--- config.mk ---
export PLATFORM = sky130hd
export DESIGN_NAME = full_sub_use_always_ifelse_flat
export DESIGN_NICKNAME = d
export VERILOG_FILES = /design/src/rtl/full_sub_use_always_ifelse_if.sv /design/src/rtl/full_sub_use_always_ifelse.sv /design/src/flat_wrapper.sv
export SDC_FILE = /design/constraint.sdc
export NUM_CORES = 1
export LEC_CHECK = 0
export BUFFER_PORTS_ARGS = -buffer_cell sky130_fd_sc_hd__buf_2
export CAP_MARGIN = 5
export CORE_AREA = 2 2 39 41
export CTS_CLUSTER_DIAMETER = 100
export DETAILED_ROUTE_END_ITERATION = 7
export DIE_AREA = 0 0 41 43
export MAX_ROUTING_LAYER = met4
export PLACE_DENSITY = 0.34
export SLEW_MARGIN = 10
export SYNTH_ARGS = -nofsm -noshare
export SYNTH_HDL_FRONTEND = slang
export SYNTH_SLANG_ARGS = --single-unit
--- constraint.sdc ---
create_clock -name clk -period 0.9 [get_ports clk]
set_input_delay 0.18 -clock clk [delete_from_list [all_inputs] [get_ports clk]]
set_output_delay 0.18 -clock clk [all_outputs]
set_load 0.1 [all_outputs]
--- src/rtl/full_sub_use_always_ifelse_if.sv ---
// Operand/result bundle for the registered full subtractor.
// The master drives operands and enable; the slave returns the registered result.
interface full_sub_use_always_ifelse_if #(
    parameter int WIDTH = 1
);
    logic             en;
    logic [WIDTH-1:0] A;
    logic [WIDTH-1:0] B;
    logic             borrow_in;
    logic [WIDTH-1:0] Y;
    logic             borrow_out;
    logic             valid;

    modport master (
        output en, A, B, borrow_in,
        input  Y, borrow_out, valid
    );

    modport slave (
        input  en, A, B, borrow_in,
        output Y, borrow_out, valid
    );
endinterface

--- src/rtl/full_sub_use_always_ifelse.sv ---
// Registered, enable-gated ripple-borrow full subtractor: {borrow_out, Y} = A - B - borrow_in.
// Each bit is an explicit if/else decode of {a, b, bi}; outputs update only on enabled edges.
module full_sub_use_always_ifelse #(
    parameter int WIDTH = 1
) (
    input  logic                        clk,
    input  logic                        rst,
    full_sub_use_always_ifelse_if.slave bus
);
    logic [WIDTH-1:0] diff_next;
    logic [WIDTH:0]   borrow_chain;
    logic [1:0]       bit_res;
    logic [WIDTH-1:0] y_reg;
    logic             borrow_reg;
    logic             valid_reg;

    // One-bit subtract cell, returned as {d, bo}.
    function automatic logic [1:0] sub_bit(input logic a, input logic b, input logic bi);
        logic [1:0] r;
        if ({a, b, bi} == 3'b000) begin
            r = 2'b00;
        end else if ({a, b, bi} == 3'b001) begin
            r = 2'b11;
        end else if ({a, b, bi} == 3'b010) begin
            r = 2'b11;
        end else if ({a, b, bi} == 3'b011) begin
            r = 2'b01;
        end else if ({a, b, bi} == 3'b100) begin
            r = 2'b10;
        end else if ({a, b, bi} == 3'b101) begin
            r = 2'b00;
        end else if ({a, b, bi} == 3'b110) begin
            r = 2'b00;
        end else begin
            r = 2'b11;
        end
        return r;
    endfunction

    // The borrow ripples through a single block so the chain is evaluated in bit order.
    always_comb begin
        diff_next       = '0;
        bit_res         = '0;
        borrow_chain    = '0;
        borrow_chain[0] = bus.borrow_in;
        for (int i = 0; i < WIDTH; i++) begin
            bit_res             = sub_bit(bus.A[i], bus.B[i], borrow_chain[i]);
            diff_next[i]        = bit_res[1];
            borrow_chain[i + 1] = bit_res[0];
        end
    end

    always_ff @(posedge clk or posedge rst) begin
        if (rst) begin
            y_reg      <= '0;
            borrow_reg <= 1'b0;
            valid_reg  <= 1'b0;
        end else begin
            valid_reg <= bus.en;
            if (bus.en) begin
                y_reg      <= diff_next;
                borrow_reg <= borrow_chain[WIDTH];
            end
        end
    end

    assign bus.Y          = y_reg;
    assign bus.borrow_out = borrow_reg;
    assign bus.valid      = valid_reg;
endmodule

--- src/flat_wrapper.sv ---
// flat-port wrapper written by rule: the top's interface ports become plain ports
module full_sub_use_always_ifelse_flat 
#(
    parameter int WIDTH = 1
)
  (clk, rst, bus_en, bus_A, bus_B, bus_borrow_in, bus_Y, bus_borrow_out, bus_valid);
  full_sub_use_always_ifelse_if #(.WIDTH(WIDTH)) bus_i ();
  input  logic clk;
  input  logic rst;
  input wire logic [$bits(bus_i.en)-1:0] bus_en;
  input wire logic [$bits(bus_i.A)-1:0] bus_A;
  input wire logic [$bits(bus_i.B)-1:0] bus_B;
  input wire logic [$bits(bus_i.borrow_in)-1:0] bus_borrow_in;
  output wire logic [$bits(bus_i.Y)-1:0] bus_Y;
  output wire logic [$bits(bus_i.borrow_out)-1:0] bus_borrow_out;
  output wire logic [$bits(bus_i.valid)-1:0] bus_valid;
  assign bus_i.en = bus_en;
  assign bus_i.A = bus_A;
  assign bus_i.B = bus_B;
  assign bus_i.borrow_in = bus_borrow_in;
  assign bus_Y = bus_i.Y;
  assign bus_borrow_out = bus_i.borrow_out;
  assign bus_valid = bus_i.valid;
  full_sub_use_always_ifelse #(.WIDTH(WIDTH)) u_core (.clk(clk), .rst(rst), .bus(bus_i));
endmodule
==> metrics.yaml <==
status: "finished, violations left"
violations: "negative setup slack"
path_class: "reg -> out"
cp_num_buf_inv: 1
grt_pass1_wl_um: 607
drive_gt1_share_pct: 62.96
gr-total-overflow: 0
grt_usage_pct: 6.495
endpoint_kind: "output port"
yosys.area.top_type: "dfrtp_1"
final_common_cell: "buf_2"
crit_path_top_delay_cell: "dfrtp_4"
start_kind: "flip-flop"
fin_crit_sh_pct: 119.2
max_freq_mhz: 932.1
crit_path_cell_trace: "buf_12"
min_period_ns: 1.073
p_total_mw: 0.6866
num-fill-cells: 164
final_cells: 43
synth.avg_cell_area_sq_um: 11.26
fin_ws_ns: -0.1728
boundaryPins: 9
start_util_pct: 9.765
yosys-top-cells-area: "dfrtp_1, xnor2_1, mux2_4"
numPortBuffers: 8
syn_inst: 12
h-tree-depth: 1
fin_nets: 34
num_rows: 14
synth_top_area_share_pct: 55.56
synthToLayoutAreaGrowth_pct: 123.1
drt-pass1-iter-count: 2
power_density_nw_per_um2: 2277
grt_pass1_vias: 156
worstPathMaxFanout: 2
cp_top_family: "flip-flops"
clk_path_buf_depth: 2
cts_tree: "yes"
insertion_delay_ns: 0.23
viasPerCell: 3.233
first_iter_violations: 1
maxSlewHeadroom_pct: 89.42
slew_viol_final: 0
gp_routability_congestion: 0.5687
die_w_um: 41
power_leakage_nw: 0.1412
vias: 139
min_path_type: "in -> reg"
cp.arrival_ns: 0.89
clockRootBuffer: "clkbuf_4"
slowest_delay_ns: 0.48
ys_ff_latch: 3
worstMarginPinSlew_ns: 0.1576
cp.required_ns: 0.72
yosysWarnings: 0
diodes: 0
antenna_found_initial: 0
rsz0062_at_grt: "true"
antenna_left: 0
clkTransAtPathRegs_ns: 0.04
finalSetupViolCount: 4
fin_tns_setup_ns: -0.3749
place_inst: 37
route.detailed.drc: 0
peakVddDrop_v: 0.0004022
wirelength_um: 339
hold_viol_final: 0
design.core.area_sq_um: 1384
yosysUniqueCellTypes: 7
clock-sinks: 3
grt_max_degree: 5
drv_cap: 0
die_h_um: 43
ys_seq_area_share_pct: 55.56
synth_nets: 18
syn_area_sq_um: 135.1
fin_skew_ns: 0
design.die.area_sq_um: 1763
final_cell_mix: "buf_2, inv_1, clkbuf_4, buf_12"
numCtsBuffers: 3
routedWlPerCell_um: 7.884
-- path summary, 6_finish.rpt --
check,start,to,slack [ns],cells after the start
hold / removal,bus_en,u_core.bus.valid$_DFF_PP0_,0.11,1
hold reg to reg,u_core.bus.Y$_DFFE_PP0P_,u_core.bus.Y$_DFFE_PP0P_,0.64,2
max in group asynchronous,rst,u_core.bus.borrow_out$_DFFE_PP0P_,0.41,3
min in group asynchronous,rst,u_core.bus.borrow_out$_DFFE_PP0P_,0.35,3
setup / recovery,u_core.bus.borrow_out$_DFFE_PP0P_,bus_borrow_out,-0.17,1
setup reg to reg,u_core.bus.Y$_DFFE_PP0P_,u_core.bus.Y$_DFFE_PP0P_,-0.01,2
-- power by group --
group	leakage (nW)	switching, mW	internal, mW
Combinational	0.0938	0.154	0.116
Sequential	0.0324	0.0185	0.157
Clock	0.0150	0.0746	0.166
-- cell type report --
| class | count | area, sq um | area share [%] |
|---|---|---|---|
| clock buffers | 4 | 26.28 | 8.714 |
| well taps | 16 | 20.02 | 6.639 |
| flip-flops and latches | 3 | 81.33 | 26.97 |
| multi-input cells | 6 | 48.80 | 16.18 |
| inverters | 3 | 11.26 | 3.734 |
| repair buffers | 11 | 113.9 | 37.76 |
-- routing by layer --
layer,global-route usage [%],vias up,share of wire (%)
met5,-,-,0
met4,10.00,0,5.6
met3,4.712,2,16
met2,7.500,11,41
met1,4.854,58,37
li1,-,68,-
-- Yosys cell counts --
| cell type | number |
|---|---|
| dfrtp_1 | 3 |
| inv_1 | 3 |
| xnor2_1 | 2 |
| a21oi_1 | 1 |
| mux2_4 | 1 |
| o21ai_1 | 1 |
| o22ai_1 | 1 |
-- repair_timing --
action,CTS,global route
resized for setup,1,0
pin swaps,0,0
setup buffers,1,0
gates cloned,0,0
setup endpoints to repair,3,4
hold buffers,1,0
endpoints found under the hold margin,3,0
-- kinds of logic after synthesis --
| kind of cell | Yosys count | share of synthesized area, % |
|---|---|---|
| AO/OA/AOI/OAI | 3 | 12.03 |
| XOR/XNOR | 2 | 12.97 |
| buffers and inverters | 3 | 8.333 |
| flip-flops | 3 | 55.55 |
| multiplexers | 1 | 11.11 |
-- metrics by stage --
| step | cell area [sq um] | util [%] | hold slack (ns) | setup WS (ns) |
|---|---|---|---|---|
| after floorplan | 141.4 | - | -0.06645 | -0.1419 |
| after global placement | 254.0 | 18.35 | 0.04282 | -0.01596 |
| after detailed placement | 254.0 | 18.35 | 0.04754 | -0.03451 |
| after CTS | 301.5 | 21.79 | 0.1068 | -0.1825 |
| after global routing | 301.5 | 21.79 | 0.1094 | -0.1985 |
| final | 301.5 | 21.79 | 0.1106 | -0.1728 |
Note: power is estimated with default switching activity, not from simulation.
